File: src/rtl/cp_pi_arbiter.sv
// cp_pi_arbiter
//   Shares one 64Kx8 SRAM and the mailbox IRQ flags between two asynchronous
//   requesters: side A (Amiga clock port) and side B (Raspberry Pi). Each side
//   runs a four-phase REQ/ACK handshake and owns a 16-bit auto-incrementing
//   SRAM pointer.
//
//   Per-side registers: 0 = SRAM data at own pointer, 1 = IRQ,
//                       2 = pointer[7:0], 3 = pointer[15:8].
//
//   Ports:
//     CLK, RST_n                       clock, async active-low reset
//     X_REQ, X_WR, X_ADDR, X_WDATA     side X request and access (X = A, B)
//     X_RDATA, X_ACK                   side X read data and acknowledge
//     A_IRQ, B_IRQ                     mailbox interrupts, active high
//     RAM_A, RAM_DO, RAM_DI            SRAM address / write data / read data
//     RAM_OE_n, RAM_WE_n               SRAM strobes, active low
//
//   Build option: define CP_PRIORITY_EN to give side A every tie instead of
//   round-robin arbitration.
//
//   state | meaning
//   IDLE  | waiting for a pending request, arbitrates and latches the access
//   SETUP | asserts the SRAM strobe for register 0 accesses
//   ACCESS| strobe held WE_CYCLES clocks, read data captured on the last edge
//   DONE  | updates the granted side's RDATA/register/pointer, raises ACK

module cp_pi_arbiter #(
    parameter int SYNC_STAGES = 2,
    parameter int WE_CYCLES   = 1
) (
    input  logic        CLK,
    input  logic        RST_n,
    input  logic        A_REQ,
    input  logic        A_WR,
    input  logic [1:0]  A_ADDR,
    input  logic [7:0]  A_WDATA,
    output logic [7:0]  A_RDATA,
    output logic        A_ACK,
    input  logic        B_REQ,
    input  logic        B_WR,
    input  logic [1:0]  B_ADDR,
    input  logic [7:0]  B_WDATA,
    output logic [7:0]  B_RDATA,
    output logic        B_ACK,
    output logic        A_IRQ,
    output logic        B_IRQ,
    output logic [15:0] RAM_A,
    output logic [7:0]  RAM_DO,
    input  logic [7:0]  RAM_DI,
    output logic        RAM_OE_n,
    output logic        RAM_WE_n
);

    localparam logic [1:0] S_IDLE   = 2'd0;
    localparam logic [1:0] S_SETUP  = 2'd1;
    localparam logic [1:0] S_ACCESS = 2'd2;
    localparam logic [1:0] S_DONE   = 2'd3;

    logic [1:0]             state_q, state_d;
    logic [SYNC_STAGES-1:0] a_sync_q, b_sync_q;
    logic                   grant_b_q, last_b_q;
    logic                   wr_q;
    logic [1:0]             addr_q;
    logic [7:0]             wd_q, dcap_q;
    logic [1:0]             cnt_q;
    logic [15:0]            ptr_a_q, ptr_b_q;
    logic [7:0]             a_rdata_q, b_rdata_q;
    logic                   a_ack_q, b_ack_q, a_irq_q, b_irq_q;
    logic [15:0]            ram_a_q;
    logic [7:0]             ram_do_q;
    logic                   oe_n_q, we_n_q;

    logic        a_req_s, b_req_s, a_pend, b_pend, pick_a;
    logic [15:0] own_ptr;
    logic        own_irq, oth_irq;
    logic [7:0]  rd_val;

    assign a_req_s = a_sync_q[SYNC_STAGES-1];
    assign b_req_s = b_sync_q[SYNC_STAGES-1];
    assign a_pend  = a_req_s && !a_ack_q;
    assign b_pend  = b_req_s && !b_ack_q;

`ifdef CP_PRIORITY_EN
    assign pick_a = a_pend;
`else
    // last_grant_q = 1 means B was served last, so A wins the tie
    assign pick_a = a_pend && (!b_pend || last_b_q);
`endif

    always_comb begin
        own_ptr = grant_b_q ? ptr_b_q : ptr_a_q;
        own_irq = grant_b_q ? b_irq_q : a_irq_q;
        oth_irq = grant_b_q ? a_irq_q : b_irq_q;
        case (addr_q)
            2'd0:    rd_val = dcap_q;
            2'd1:    rd_val = {6'b0, oth_irq, own_irq};
            2'd2:    rd_val = own_ptr[7:0];
            default: rd_val = own_ptr[15:8];
        endcase
    end

    always_comb begin
        state_d = state_q;
        case (state_q)
            S_IDLE:   if (a_pend || b_pend) state_d = S_SETUP;
            S_SETUP:  state_d = S_ACCESS;
            S_ACCESS: if (cnt_q == 2'd0) state_d = S_DONE;
            default:  state_d = S_IDLE;
        endcase
    end

    always_ff @(posedge CLK or negedge RST_n) begin
        if (!RST_n) begin
            state_q   <= S_IDLE;
            a_sync_q  <= '0;
            b_sync_q  <= '0;
            grant_b_q <= 1'b0;
            last_b_q  <= 1'b1;
            wr_q      <= 1'b0;
            addr_q    <= 2'd0;
            wd_q      <= 8'd0;
            dcap_q    <= 8'd0;
            cnt_q     <= 2'd0;
            ptr_a_q   <= 16'd0;
            ptr_b_q   <= 16'd0;
            a_rdata_q <= 8'd0;
            b_rdata_q <= 8'd0;
            a_ack_q   <= 1'b0;
            b_ack_q   <= 1'b0;
            a_irq_q   <= 1'b0;
            b_irq_q   <= 1'b0;
            ram_a_q   <= 16'd0;
            ram_do_q  <= 8'd0;
            oe_n_q    <= 1'b1;
            we_n_q    <= 1'b1;
        end else begin
            state_q  <= state_d;
            a_sync_q <= {a_sync_q[SYNC_STAGES-2:0], A_REQ};
            b_sync_q <= {b_sync_q[SYNC_STAGES-2:0], B_REQ};

            // ACK follows the synchronised REQ down in any state; a DONE
            // below overrides this for the side being acknowledged.
            if (!a_req_s) a_ack_q <= 1'b0;
            if (!b_req_s) b_ack_q <= 1'b0;

            case (state_q)
                S_IDLE: begin
                    if (a_pend || b_pend) begin
                        grant_b_q <= !pick_a;
                        last_b_q  <= !pick_a;
                        wr_q      <= pick_a ? A_WR    : B_WR;
                        addr_q    <= pick_a ? A_ADDR  : B_ADDR;
                        wd_q      <= pick_a ? A_WDATA : B_WDATA;
                        ram_a_q   <= pick_a ? ptr_a_q : ptr_b_q;
                        ram_do_q  <= pick_a ? A_WDATA : B_WDATA;
                    end
                end
                S_SETUP: begin
                    cnt_q <= 2'(WE_CYCLES - 1);
                    if (addr_q == 2'd0) begin
                        if (wr_q) we_n_q <= 1'b0;
                        else      oe_n_q <= 1'b0;
                    end
                end
                S_ACCESS: begin
                    if (cnt_q == 2'd0) begin
                        // strobes are released on the last ACCESS edge so the
                        // low pulse spans exactly WE_CYCLES clocks
                        oe_n_q <= 1'b1;
                        we_n_q <= 1'b1;
                        if (addr_q == 2'd0 && !wr_q) dcap_q <= RAM_DI;
                    end else begin
                        cnt_q <= cnt_q - 2'd1;
                    end
                end
                default: begin
                    oe_n_q <= 1'b1;
                    we_n_q <= 1'b1;
                    if (wr_q && addr_q == 2'd1) begin
                        if (wd_q[0]) begin
                            if (grant_b_q) a_irq_q <= 1'b1;
                            else           b_irq_q <= 1'b1;
                        end else begin
                            if (grant_b_q) b_irq_q <= 1'b0;
                            else           a_irq_q <= 1'b0;
                        end
                    end
                    if (!grant_b_q) begin
                        if (addr_q == 2'd0)                 ptr_a_q       <= ptr_a_q + 16'd1;
                        else if (wr_q && addr_q == 2'd2)    ptr_a_q[7:0]  <= wd_q;
                        else if (wr_q && addr_q == 2'd3)    ptr_a_q[15:8] <= wd_q;
                        if (!wr_q) a_rdata_q <= rd_val;
                        a_ack_q <= 1'b1;
                    end else begin
                        if (addr_q == 2'd0)                 ptr_b_q       <= ptr_b_q + 16'd1;
                        else if (wr_q && addr_q == 2'd2)    ptr_b_q[7:0]  <= wd_q;
                        else if (wr_q && addr_q == 2'd3)    ptr_b_q[15:8] <= wd_q;
                        if (!wr_q) b_rdata_q <= rd_val;
                        b_ack_q <= 1'b1;
                    end
                end
            endcase
        end
    end

    assign A_RDATA  = a_rdata_q;
    assign B_RDATA  = b_rdata_q;
    assign A_ACK    = a_ack_q;
    assign B_ACK    = b_ack_q;
    assign A_IRQ    = a_irq_q;
    assign B_IRQ    = b_irq_q;
    assign RAM_A    = ram_a_q;
    assign RAM_DO   = ram_do_q;
    assign RAM_OE_n = oe_n_q;
    assign RAM_WE_n = we_n_q;

endmodule

File: config.mk
export PLATFORM = sky130hd
export DESIGN_NAME = cp_pi_arbiter
export DESIGN_NICKNAME = d
export VERILOG_FILES = /design/src/rtl/cp_pi_arbiter.sv
export SDC_FILE = /design/constraint.sdc
export NUM_CORES = 1
export LEC_CHECK = 0
export ABC_AREA = 1
export BUFFER_PORTS_ARGS = -buffer_cell sky130_fd_sc_hd__buf_2
export CAP_MARGIN = 25
export CORE_ASPECT_RATIO = 0.9
export CORE_MARGIN = 1
export CORE_UTILIZATION = 40
export CTS_BUF_LIST = sky130_fd_sc_hd__clkbuf_16
export DETAILED_ROUTE_END_ITERATION = 8
export PLACE_DENSITY = 0.72
export SYNTH_ARGS = -nofsm -noshare
export SYNTH_HDL_FRONTEND = slang
export SYNTH_SLANG_ARGS = --single-unit
File: constraint.sdc
create_clock -name CLK -period 1.5 [get_ports CLK]
set_clock_uncertainty 0.1 [all_clocks]
set_input_delay 0 -clock CLK [delete_from_list [all_inputs] [get_ports CLK]]
set_output_delay 0 -clock CLK [all_outputs]
set_load 0.02 [all_outputs]
# Word-level counts from Yosys, hierarchy flattened
# Cells that the tools add are included.
# op_classes
add_sub_neg	3
mux	37
n_eq_ne	15
reduce_logical	36
n_bitwise	4
# ops
operator	count
$mux 16	4
$add 16x1->16 const B	2
$mux 8	4
$pmux 8 s3	1
$reduce_and 4->1	6
$mux 1	20
$ne 2x2->1 const B	9
$reduce_and 3->1	5
$mux 2	4
$reduce_bool 2->1	4
$logic_and 1x1->1	7
$eq 2x2->1 const B	3
$logic_not 2->1	3
$pmux 1 s3	2
$pmux 2 s3	1
$reduce_and 2->1	3
$logic_not 1->1	5
$eq 2x1->1 const B	2
$not 1->1	4
$pmux 2 s2	1
$reduce_or 3->1	1
$logic_or 1x1->1	2
$ne 2x1->1 const B	1
$sub 2x1->2 const B	1
# word_totals
wordCells	118
register_bits	99
out_inout_bits	46
input_bits	34

# Depth between registers and ports, before layout
# Gate-level depths: netlist (run 1).
# logic_depth
ltp_word	6
depth_mapped	9
ltp_nobuf	9

# Worst setup path after synthesis (run 1)
# Ideal clock, no wire load.
# synth_path
path_kind	reg-to-reg
from	register state_q[0]
to	register wr_q
path_stages_with_launch	8
period_less_slack_ps	1541
setup_ps	83
n_path_buf	2
arrival_time_ps	1358
setup_slack_ps	-41
required_ps	1317
path_cell_list	dfrtp_1 -> inv_1 -> ha_1 -> inv_2 -> clkbuf_1 -> clkbuf_1 -> o21ai_0 -> o21ai_0
# synth_between
elab_chain_cells	2
# synth_rtl
element	line_no	source
start: declaration	59	logic [1:0] state_q, state_d;
start signal: assignment	137	state_q <= state_d;
$logic_not 2->1	146	case (state_q)
$reduce_and 2->1 (no source line)	-	
end signal: assignment	151	wr_q <= pick_a ? A_WR : B_WR;
end: declaration	62	logic wr_q;
# Every way passes these cells.
# A chain may end at the register's enable or synchronous reset.

# Final worst setup path (run 1)
# layout_path
from	register addr_q[0]
to	register ptr_b_q[2]
# layout_between
elab_chain_cells	4
elab_cells_between_ends	6
cone_classes	eq/ne: 1; mux: 1; reduce/logical: 4
# layout_rtl
element	line_no	source
start: declaration	63	logic [1:0] addr_q;
start signal: assignment	152	addr_q <= pick_a ? A_ADDR : B_ADDR;
$eq 2x2->1	196	else if (wr_q && addr_q == 2'd2) ptr_b_q[7:0] <= wd_q;
$logic_and 1x1->1	196	
$reduce_bool 2->1 (no source line)	-	
$reduce_and 3->1 (no source line)	-	
end signal: assignment	195	if (addr_q == 2'd0) ptr_b_q <= ptr_b_q + 16'd1;
end signal: assignment	196	
end: declaration	66	logic [15:0] ptr_a_q, ptr_b_q;
# Parallel ways exist; a longest one is shown, timed or not.

==> reports/metrics.cfg, run 1 <==
[outcome]
status=complete, but fails checks
failed_checks=negative setup slack

[pwr]
ir_drop_mv=1.14
p_per_area_nw_per_um2=2240
finalPower_mw=17.6
leakage_nw=3.76

[timing]
max_slew_margin_pct=71.5
fin_ws_ns=-0.0944
fin_crit_sh_pct=106
clock.fmax_mhz=627
drv_slew=0
setup-violations-final=58
rsz0062_at_grt=yes
final_hold_viol_count=0
timing.hold.ws_ns=0.0319
fin_crit_ns=1.59
tightest_slew_ns=0.428

[place]
dp_cells=1016
routabilityCongestion=0.963
hpwlAfterDp_um=12800
port-buffer-count=79

[route]
dr.pass1.iters=8
route.detailed.wl_per_inst_um=17.5
wirelength_um=18900
viasPerCell=5.47
drcViolationCount=0
drt_iter0_markers=545
vias=5920
antenna_left=0

[floorplan]
start_util_pct=41.0
core_um2=13300
die-area_um2=14100
die_w_um=125
io_pins=80
die_h_um=113
placementRows=40

[cts]
cts_root_buffer=clkbuf_16
cts_buffers=9
clkTransAtPathRegs_ns=0.07
cts_tree=built
clock_sinks=99
clk_path_buf_depth=2
h-tree-depth=3
clock_latency_ns=0.36

[worst_setup_path]
critPathMostFrequentCell=o21ai_0
cp_max_fo=7
rrSetupSlack_ns=-0.09
crit_buf_inv=3
worstSetupPathDepth=8
crit_arrival_ns=1.72
reg2regPathDepth=8
slowest_delay_ns=0.44
start_kind=flop
end_kind=flop
crit-reg2reg-launch=addr_q[0]$_DFFE_PN0P_
endpoint=ptr_b_q[2]$_DFFE_PN0P_
rr_endpoint=ptr_b_q[2]$_DFFE_PN0P_
crit_chain=nor2_4 -> buf_12 -> buf_4 -> buf_6 -> o21ai_0 -> nor2_1 -> o21ai_0 -> nand2_1
cp_slowest_cell=dfrtp_2
worstPathRequired_ns=1.63
worstSetupPathType=flop to flop
critPathTopFamily=flip-flops
startpoint=addr_q[0]$_DFFE_PN0P_

[final_layout]
n_antenna_cell=0
fin_nets=951
instances_no_fill=1083
synthToLayoutAreaGrowth_pct=44.0
drive_above_1_share_pct=35.0

[synth]
synth_edf_count=0
synthesis.nets=761
synth_xor_area_share_pct=0.160
synthSimpleGateAreaFrac_pct=21.9
syn-instance-count=720
yosys_warnings=0
async_flop_share_pct=100
netlist_area_um2=5460
synth-main-ff-cell=dfrtp_1
netlist-cell-type-count=37
synth_fa_ha_area_share_pct=1.60
synth_compound_area_share_pct=20.9
ys_seq_elements=99
synth_top_family_by_area=simple AND/OR/NAND/NOR gates
synth_mux_area_share_pct=1.65
syn_avg_cell_area_um2=7.59
seq_area_frac_synth_pct=45.4

[grt]
grt_max_degree=36
grt_pass1_wl_um=28700
grt_usage_pct=26.1
grt_pass1_vias=5489
antenna_found_initial=0
grt_overflow_total=0

[flow_run]
maxCapViolCount=0

[worst_hold_path]
hold_class=primary input to async pin

-- state kept, by name, summed over array words and instances, names as in the netlist, 2 cells and up --
register,flops
a_sync_q,2
dcap_q,8
ptr_b_q,16
b_sync_q,2
A_RDATA,8
state_q,2
addr_q,2
B_RDATA,8
RAM_A,16
RAM_DO,8
ptr_a_q,16
cnt_q,2
-- cells by family after synthesis --
kind of cell	count (synthesis)
flip-flops	99
multiplexers	8
XOR/XNOR	1
AO/OA/AOI/OAI	215
AND/OR/NAND/NOR	282
adder cells (fa/ha/maj)	7
buffers and inverters	108
-- cell usage in the layout (no fill, tap or decap), drive strengths merged, types with 2 or more instances in the layout --
cell,netlist,final
buf,15,174
o21ai,152,152
nand2,128,128
nor2,103,103
dfrtp,96,96
inv,78,80
a21oi,42,42
nand3,37,37
dlygate4sd3,0,33
clkbuf,15,11
nand4,10,10
mux2,8,8
ha,7,7
a21boi,6,6
a22oi,4,4
dfstp,3,3
nor3,3,3
o21bai,3,3
clkinv,0,3
o211ai,2,2
a211oi,2,2
o22ai,2,2
-- cell type report --
| type | instances | area [um^2] |
|---|---|---|
| Multi-Input combinational cell | 513 | 2890 |
| Timing Repair Buffer | 209 | 1660 |
| Sequential cell | 99 | 2500 |
| Inverter | 78 | 310 |
| Tap cell | 168 | 210 |
| Fill cell | 1139 | 5440 |
| Clock inverter | 7 | 76.3 |
| Clock buffer | 9 | 225 |
-- per-layer routing --
metal | part of all wire (%) | vias to the layer above | wire length (um) | GRT usage (%)
met5 | 0 | - | 0 | 0
met4 | 2.5 | 0 | 467 | 9.67
met3 | 8.7 | 41 | 1640 | 5.34
met2 | 46 | 299 | 8720 | 40.7
met1 | 43 | 2813 | 8090 | 35.9
li1 | - | 2767 | - | -
-- where the power goes --
| group | leakage, nW | internal (mW) | switching, mW |
|---|---|---|---|
| logic | 2.42 | 4.06 | 5.98 |
| clock network | 0.144 | 1.31 | 1.11 |
| registers | 1.20 | 3.90 | 1.26 |
-- cells in the mapped netlist (4+ instances only) --
cell type    n  share of area [%]
o21ai_0    147                 13
nand2_1    125                8.6
nor2_1      97                6.7
dfrtp_1     96                 44
inv_1       75                5.2
a21oi_1     41                3.8
nand3_1     37                3.4
clkbuf_1    13               0.89
nand4_1      9                1.0
buf_2        8               0.73
mux2_2       8                1.6
ha_1         7                1.6
a22oi_1      4               0.55
buf_4        4               0.55
o21ai_1      4               0.37
-- per-stage QoR --
stage	TNS [ns]	setup slack (ns)	utilization [%]	instance area [um^2]
CTS	-1.31	-0.0751	55.2	7350
detailed placement	-4.56	-0.130	49.4	6570
global placement	-2.32	-0.100	49.4	6570
finish	-2.06	-0.0944	59.1	7870
global route	-6.54	-0.163	59.1	7870
floorplan	0	0.0117	-	5460
-- timing repair --
action / CTS / global route
hold endpoints to repair: 119 / 0
resized for setup: 68 / 155
endpoints found under the setup margin: 86 / 93
setup buffers: 5 / 10
hold buffers: 33 / 0
gates cloned: 0 / 3
pin swaps: 8 / 29
-- worst min-delay path by stage --
stage	from	endpoint	slack, ns	cells after the start
2_1_floorplan	RST_n	A_ACK$_DFF_PN0_	-0.40	0
3_3_place_gp	RST_n	RAM_DO[4]$_DFFE_PN0P_	-0.14	1
3_5_place_dp	RST_n	RAM_DO[4]$_DFFE_PN0P_	-0.13	1
4_1_cts	RST_n	wr_q$_DFFE_PN0P_	0.04	2
5_1_grt	RST_n	wr_q$_DFFE_PN0P_	0.07	2
6_report	RST_n	RAM_DO[4]$_DFFE_PN0P_	0.03	2
Power figures use the tool's default switching activity.
==> inputs of run 2 (changes only) <==
==> constraint.sdc (replaced) <==
create_clock -name CLK -period 1.3 [get_ports CLK]
set_clock_uncertainty 0.1 [all_clocks]
set_input_delay 0 -clock CLK [delete_from_list [all_inputs] [get_ports CLK]]
set_output_delay 0 -clock CLK [all_outputs]
set_load 0.02 [all_outputs]
==> run 2 against run 1 <==
Effect of this change:
- the flow finishes with violations (negative hold slack, negative setup slack)
- register-to-register slack got worse by 0.35 ns
- clock power increased by 32%
- first-iteration DRC count increased by 9.5%
- fmax shrank 8.8%
- global-route usage up 3.4 points
- critical path depth decreased by 1
- largest cell class unchanged
- setup slack worse by 0.35 ns
- total power up 39%
- cell count increased by 7.6%
- utilization up 8.6 points
- sequential share of layout area shrank 4.0 points
- die area is the same
==> reports/metrics.cfg, run 2 (synthesis gave the netlist of run 1 again) <==
[place]
routabilityCongestion=0.949
pre_cts_ws_ns=-0.341
postPlaceCellArea_um2=6990
port-buffer-count=79
dp_cells=1058
hpwlAfterDp_um=13200

[final_layout]
synthToLayoutAreaGrowth_pct=65.0
final_common_cell=buf_4
ff_latch_area_um2=2500
mostFrequentLayoutCells=buf_4 (125), nand2_1 (113), dfrtp_1 (82), nor2_1 (78), buf_2 (78)
fin_nets=1033
n_fill_cell=951
n_antenna_cell=0
instances_no_fill=1165
drive_above_1_share_pct=45.2
multiInputGateArea_um2=3280
finalInstanceArea_um2=9010

[pwr]
switching_power_mw=11.5
p_per_area_nw_per_um2=2720
switching_share_pct=47.0
power_frac_comb_pct=62.6
ir_drop_mv=2.08
seqPwrFrac_pct=24.3
p_clk_share_pct=13.0
leakage_nw=4.31
power.internal_mw=13.0

[timing]
clock.fmax_mhz=572
setup-violations-final=95
max_slew_margin_pct=73.3
timing.hold.ws_ns=-0.0353
setup-tns-final_ns=-28.20
final_hold_viol_count=14
fin_ws_ns=-0.448
rsz0062_at_grt=yes
tightest_slew_ns=0.400
drv_slew=0
fin_crit_ns=1.75
fin_crit_sh_pct=134

[cts]
clkTransAtPathRegs_ns=0.07
cts_hold_buffers=34
cts_buffers=9
clock_latency_ns=0.36
clk_path_buf_depth=2
cts_tree=built
h-tree-depth=3
cts_root_buffer=clkbuf_16
clock_sinks=99

[route]
wirelength_um=22500
dr.pass1.iters=8
route.detailed.wl_per_inst_um=19.3
drt_iter0_markers=597
antenna_left=0
viasPerCell=5.63
vias=6558
drcViolationCount=0

[flow_run]
maxCapViolCount=0

[grt]
grt_pass1_vias=5980
antenna_found_initial=0
grt_overflow_total=0
grt_usage_pct=29.5
grt_pass1_wl_um=32000
grt_max_degree=39

[worst_setup_path]
crit_buf_inv=4
start_kind=flop
critPathTopFamily=flip-flops
crit-reg2reg-launch=state_q[0]$_DFFE_PN0P_
end_kind=flop
slowest_delay_ns=0.46
cp_max_fo=3
rr_endpoint=addr_q[1]$_DFFE_PN0P_
worstPathRequired_ns=1.42
critPathMostFrequentCell=buf_6
crit_arrival_ns=1.86
rrSetupSlack_ns=-0.45
worstSetupPathType=flop to flop
crit_chain=inv_2 -> ha_4 -> inv_6 -> buf_6 -> buf_6 -> o21ai_0 -> o21ai_1
reg2regPathDepth=7
cp_slowest_cell=dfrtp_1

[floorplan]
die_w_um=125
start_util_pct=41.0
die_h_um=113
io_pins=80
die-area_um2=14100
placementRows=40
core_um2=13300

[outcome]
failed_checks=negative hold slack, negative setup slack
status=complete, but fails checks

[worst_hold_path]
hold_class=primary input to async pin

## run 2: cell types whose count changed in the layout (fill, tap and decap cells not counted), sizes merged
cell      change
buf          +80
bufinv        +2
inv           -2
nand2         +2
clkinv        -1
clkinvlp      +1
## run 2: worst max path at each step
stage,cells past startpoint,from,endpoint,slack [ns]
after floorplan,7,state_q[1]$_DFFE_PN0P_,ptr_a_q[2]$_DFFE_PN0P_,-0.08
after global placement,7,addr_q[0]$_DFFE_PN0P_,ptr_a_q[6]$_DFFE_PN0P_,-0.35
after detailed placement,7,addr_q[0]$_DFFE_PN0P_,ptr_a_q[6]$_DFFE_PN0P_,-0.34
after CTS,7,state_q[1]$_DFFE_PN0P_,A_RDATA[7]$_DFFE_PN0P_,-0.24
after global routing,8,state_q[0]$_DFFE_PN0P_,A_RDATA[2]$_DFFE_PN0P_,-0.49
final,7,state_q[0]$_DFFE_PN0P_,addr_q[1]$_DFFE_PN0P_,-0.45
## run 2: power groups by stage
stage | Clock [mW] | Combinational [mW] | Sequential (mW)
after global placement | 0 | 10.3 | 5.74
after CTS | 3.18 | 12.9 | 5.78
after floorplan | 0 | 5.41 | 6.20
final | 3.19 | 15.3 | 5.96
after global routing | 3.31 | 16.2 | 6.08
after detailed placement | 0 | 10.5 | 5.75
## run 2: area by class of cell
cell class | count | area share [%]
multi-input combinational | 515 | 36.4
sequential | 99 | 27.7
timing repair buffer | 289 | 26.2
inverter | 78 | 3.55
clock buffer | 9 | 2.50
tap | 168 | 2.33
clock inverter | 7 | 1.29
## run 2: layer usage
layer | global-route usage [%] | vias to the layer above | share of wire (%)
li1 | - | 2948 | -
met1 | 38.3 | 3122 | 39
met2 | 47.7 | 393 | 47
met3 | 6.90 | 95 | 8.9
met4 | 12.3 | 0 | 4.9
met5 | 0 | - | 0
## run 2: what timing repair did
item / in CTS / in global routing
buffers inserted: 29 / 28
gates resized for setup: 160 / 108
cloned: 4 / 1
endpoints found under the hold margin: 120 / 14
pin swaps: 47 / 57
endpoints found under the setup margin: 94 / 109
## run 2: per-stage QoR
| step | util (%) | total power [mW] |
|---|---|---|
| CTS | 63.2 | 21.9 |
| floorplan | - | 11.6 |
| detailed placement | 52.5 | 16.2 |
| finish | 67.7 | 24.5 |
| global route | 67.7 | 25.6 |
| global placement | 52.5 | 16.1 |
==> inputs of run 3 (changes only) <==
--- a/config.mk
+++ b/config.mk
@@ -10,10 +10,10 @@
 export CAP_MARGIN = 25
 export CORE_ASPECT_RATIO = 0.9
 export CORE_MARGIN = 1
-export CORE_UTILIZATION = 40
+export CORE_UTILIZATION = 52
 export CTS_BUF_LIST = sky130_fd_sc_hd__clkbuf_16
 export DETAILED_ROUTE_END_ITERATION = 8
-export PLACE_DENSITY = 0.72
+export PLACE_DENSITY = 0.87
 export SYNTH_ARGS = -nofsm -noshare
 export SYNTH_HDL_FRONTEND = slang
 export SYNTH_SLANG_ARGS = --single-unit
==> run 3 against run 2 <==
Effect of this change:
- the run now fails in global routing
- area after synthesis is the same
- synthesized cell count is the same
==> reports/metrics.cfg, run 3 <==
[cts]
h-tree-depth=3
clock_sinks=99
clk_path_buf_depth=2
cts_buffers=9
cts_root_buffer=clkbuf_16

[synth]
netlist_area_um2=5460
synthTopCellsByCount=o21ai_0 (147), nand2_1 (125), nor2_1 (97)
synth_fa_ha_area_share_pct=1.60
syn-instance-count=720
ys_seq_elements=99
synth_xor_area_share_pct=0.160
synth_top_family_by_area=simple AND/OR/NAND/NOR gates
synth_top_area_cell=dfrtp_1
synth_mux_area_share_pct=1.65
yosys_warnings=0
yosysTopAreaCellShare_pct=44.0
synth_compound_area_share_pct=20.9
synth-main-ff-cell=dfrtp_1
netlist-cell-type-count=37
synth_edf_count=0
seq_area_frac_synth_pct=45.4
synthSimpleGateAreaFrac_pct=21.9
synthesis.nets=761
async_flop_share_pct=100
syn_avg_cell_area_um2=7.59
synthTopCellsByArea=dfrtp_1 (44%), o21ai_0 (13%), nand2_1 (8.6%)
yosysMostFrequentCell=o21ai_0

[floorplan]
die_w_um=110
die_h_um=99.2
start_util_pct=53.3
placementRows=35
io_pins=80

[place]
routabilityCongestion=0.972
postPlaceCellArea_um2=6930
port-buffer-count=79
hpwlAfterDp_um=12800

[grt]
grt_usage_pct=70.4
grt_overflow_total=12
grt_max_degree=48

[outcome]
status=aborted with a tool error
tool.error=[ERROR GRT-0232] Routing congestion too high. Check the congestion heatmap in the GUI.
outcome.stop_stage=global routing

[timing]
worst-endpoint-pin-kind=sequential cell input
grt-worst-endpoint=RAM_A[13]$_DFFE_PN0P_/D

## run 3: cell counts after synthesis
No cell type changed its count.
## run 3: layer usage
metal  GRT overflow  GRT usage (%)
met1              0           73.4
met5              0           13.3
met2              6           86.7
met3              0           53.3
met4              6           67.3
## run 3: kinds of logic after synthesis
group,count (synthesis)
compound gates,215
xor+xnor,1
fa+ha+maj,7
buf+inv,108
flops,99
mux,8
simple gates,282
## run 3: through the flow
stage,TNS (ns),cells,worst slack [ns]
detailed placement,-18.86,1012,-0.281
global placement,-15.75,1012,-0.248
floorplan,-2.52,720,-0.0767
CTS,-19.88,1083,-0.272
## run 3: repair_timing
action,CTS
hold buffers,34
gates resized for setup,90
hold endpoints to repair,120
gates cloned,6
buffers inserted,15
endpoints found under the setup margin,94
pin swaps,35
==> inputs of run 4 (changes only) <==
--- a/config.mk
+++ b/config.mk
@@ -8,12 +8,10 @@
 export ABC_AREA = 1
 export BUFFER_PORTS_ARGS = -buffer_cell sky130_fd_sc_hd__buf_2
 export CAP_MARGIN = 25
-export CORE_ASPECT_RATIO = 0.9
 export CORE_MARGIN = 1
-export CORE_UTILIZATION = 52
-export CTS_BUF_LIST = sky130_fd_sc_hd__clkbuf_16
+export CORE_UTILIZATION = 40
 export DETAILED_ROUTE_END_ITERATION = 8
-export PLACE_DENSITY = 0.87
+export PLACE_DENSITY_LB_ADDON = 0.15
 export SYNTH_ARGS = -nofsm -noshare
 export SYNTH_HDL_FRONTEND = slang
 export SYNTH_SLANG_ARGS = --single-unit
==> constraint.sdc (replaced) <==
create_clock -name CLK -period 1.7 [get_ports CLK]
set_clock_uncertainty 0.1 [all_clocks]
set_input_delay 0 -clock CLK [delete_from_list [all_inputs] [get_ports CLK]]
set_output_delay 0 -clock CLK [all_outputs]
set_load 0.02 [all_outputs]
==> run 4 against run 3 <==
Effect of this change:
- the flow now finishes without violations
==> reports/metrics.cfg, run 4 (synthesis gave the netlist of run 1 again) <==
[outcome]
status=finished, final reports clean

[cts]
cts_tree=built
cts_buffers=9
cts_root_buffer=clkbuf_16
clock_latency_ns=0.36
h-tree-depth=3
clkTransAtPathRegs_ns=0.07
clk_path_buf_depth=2
clock_sinks=99

[final_layout]
synthToLayoutAreaGrowth_pct=29.2
n_antenna_cell=0
mostFrequentLayoutCells=o21ai_0 (137), nand2_1 (124), dfrtp_1 (91), nor2_1 (91), buf_2 (78)
drive_above_1_share_pct=22.6
instances_no_fill=1044
final_util_pct=53.1
fin_nets=904
final_common_cell=o21ai_0

[worst_setup_path]
worstSetupPathType=flop to flop
cp_slowest_cell=dfrtp_2
slowest_delay_ns=0.41
crit_arrival_ns=1.80
rrSetupSlack_ns=0.07
critPathTopFamily=flip-flops
crit-reg2reg-launch=ptr_b_q[0]$_DFFE_PN0P_
crit_chain=ha_1 -> nand3_2 -> inv_2 -> nand2_1 -> o21ai_0 -> nand3_1 -> a21boi_0
end_kind=flop
reg2regPathDepth=7
worstPathRequired_ns=1.86
start_kind=flop
cp_max_fo=5
crit_buf_inv=1
rr_endpoint=ptr_b_q[10]$_DFFE_PN0P_

[floorplan]
core_um2=13300
die_w_um=119
start_util_pct=41.1
io_pins=80
placementRows=42
die_h_um=119
die-area_um2=14100

[place]
pre_cts_ws_ns=0.0345
routabilityCongestion=0.900
hpwlAfterDp_um=13300
port-buffer-count=79
dp_cells=991

[route]
dr.pass1.iters=7
antenna_left=0
vias=5505
viasPerCell=5.27
drcViolationCount=0
wirelength_um=17600
drt_iter0_markers=381
route.detailed.wl_per_inst_um=16.9

[timing]
fin_crit_sh_pct=96.0
tightest_slew_ns=0.484
rsz0062_at_grt=yes
setup-violations-final=0
fin_ws_ns=0.0685
clock.fmax_mhz=613
fin_crit_ns=1.63
max_slew_margin_pct=67.7
final_hold_viol_count=0
timing.hold.ws_ns=0.0441
drv_slew=0

[grt]
grt_pass1_vias=5377
grt.busiest_layer=met2
grtUsageMet1_pct=35.0
antenna_found_initial=0
grt_overflow_total=0
met3_usage_pct=6.61
grt_pass1_wl_um=28200
grt_max_degree=35
grt_usage_pct=26.3
use_met2_pct=41.7

[pwr]
p_per_area_nw_per_um2=1920
leakage_nw=3.46
ir_drop_mv=0.970

[worst_hold_path]
hold_class=primary input to async pin

[flow_run]
maxCapViolCount=0

-- run 4: cell type report --
type / count / area [um^2]
inverter: 78 / 297
clock buffer: 10 / 239
timing repair buffer: 162 / 1190
fill: 1316 / 6240
multi-input combinational: 513 / 2590
sequential: 99 / 2490
clock inverter: 6 / 41.3
tap: 176 / 220
-- run 4: per-stage QoR --
step	setup TNS (ns)	cell area [um^2]	power [mW]
floorplan	0	5460	8.46
global placement	-0.0349	6350	11.2
detailed placement	0	6350	11.2
CTS	0	6960	13.3
global route	-0.0483	7060	14.6
finish	0	7060	13.6
-- run 4: report_power, final --
| part | switching (mW) | internal, mW |
|---|---|---|
| clock network | 0.948 | 1.03 |
| logic | 4.49 | 2.61 |
| registers | 1.03 | 3.43 |
| total | 6.47 | 7.08 |
-- run 4: per-layer routing --
metal  wire length [um]  share of wire (%)  up-vias
met5                  0                  0        -
met4                457                2.6        0
met3               1300                7.4       36
met2               7980                 45      216
met1               7880                 45     2585
li1                   -                  -     2668
-- run 4: repair_timing --
action                     4_1_cts  5_1_grt
cloned                           0        0
pin swaps                        0        3
buffers inserted                 0        4
setup endpoints to repair        1       28
resized for setup                1       37
hold buffers                    33        0
hold endpoints to repair       120        0
-- run 4: how the worst max path moves through the flow --
stage                                 from                       to  cells past startpoint
global route         addr_q[1]$_DFFE_PN0P_   ptr_b_q[4]$_DFFE_PN0P_                      7
detailed placement  ptr_b_q[0]$_DFFE_PN0P_  ptr_b_q[10]$_DFFE_PN0P_                      7
global placement    state_q[0]$_DFFE_PN0P_     RAM_OE_n$_DFFE_PN1P_                      7
CTS                  addr_q[0]$_DFFE_PN0P_   ptr_b_q[8]$_DFFE_PN0P_                      8
floorplan           state_q[0]$_DFFE_PN0P_         wr_q$_DFFE_PN0P_                      7
finish              ptr_b_q[0]$_DFFE_PN0P_  ptr_b_q[10]$_DFFE_PN0P_                      7
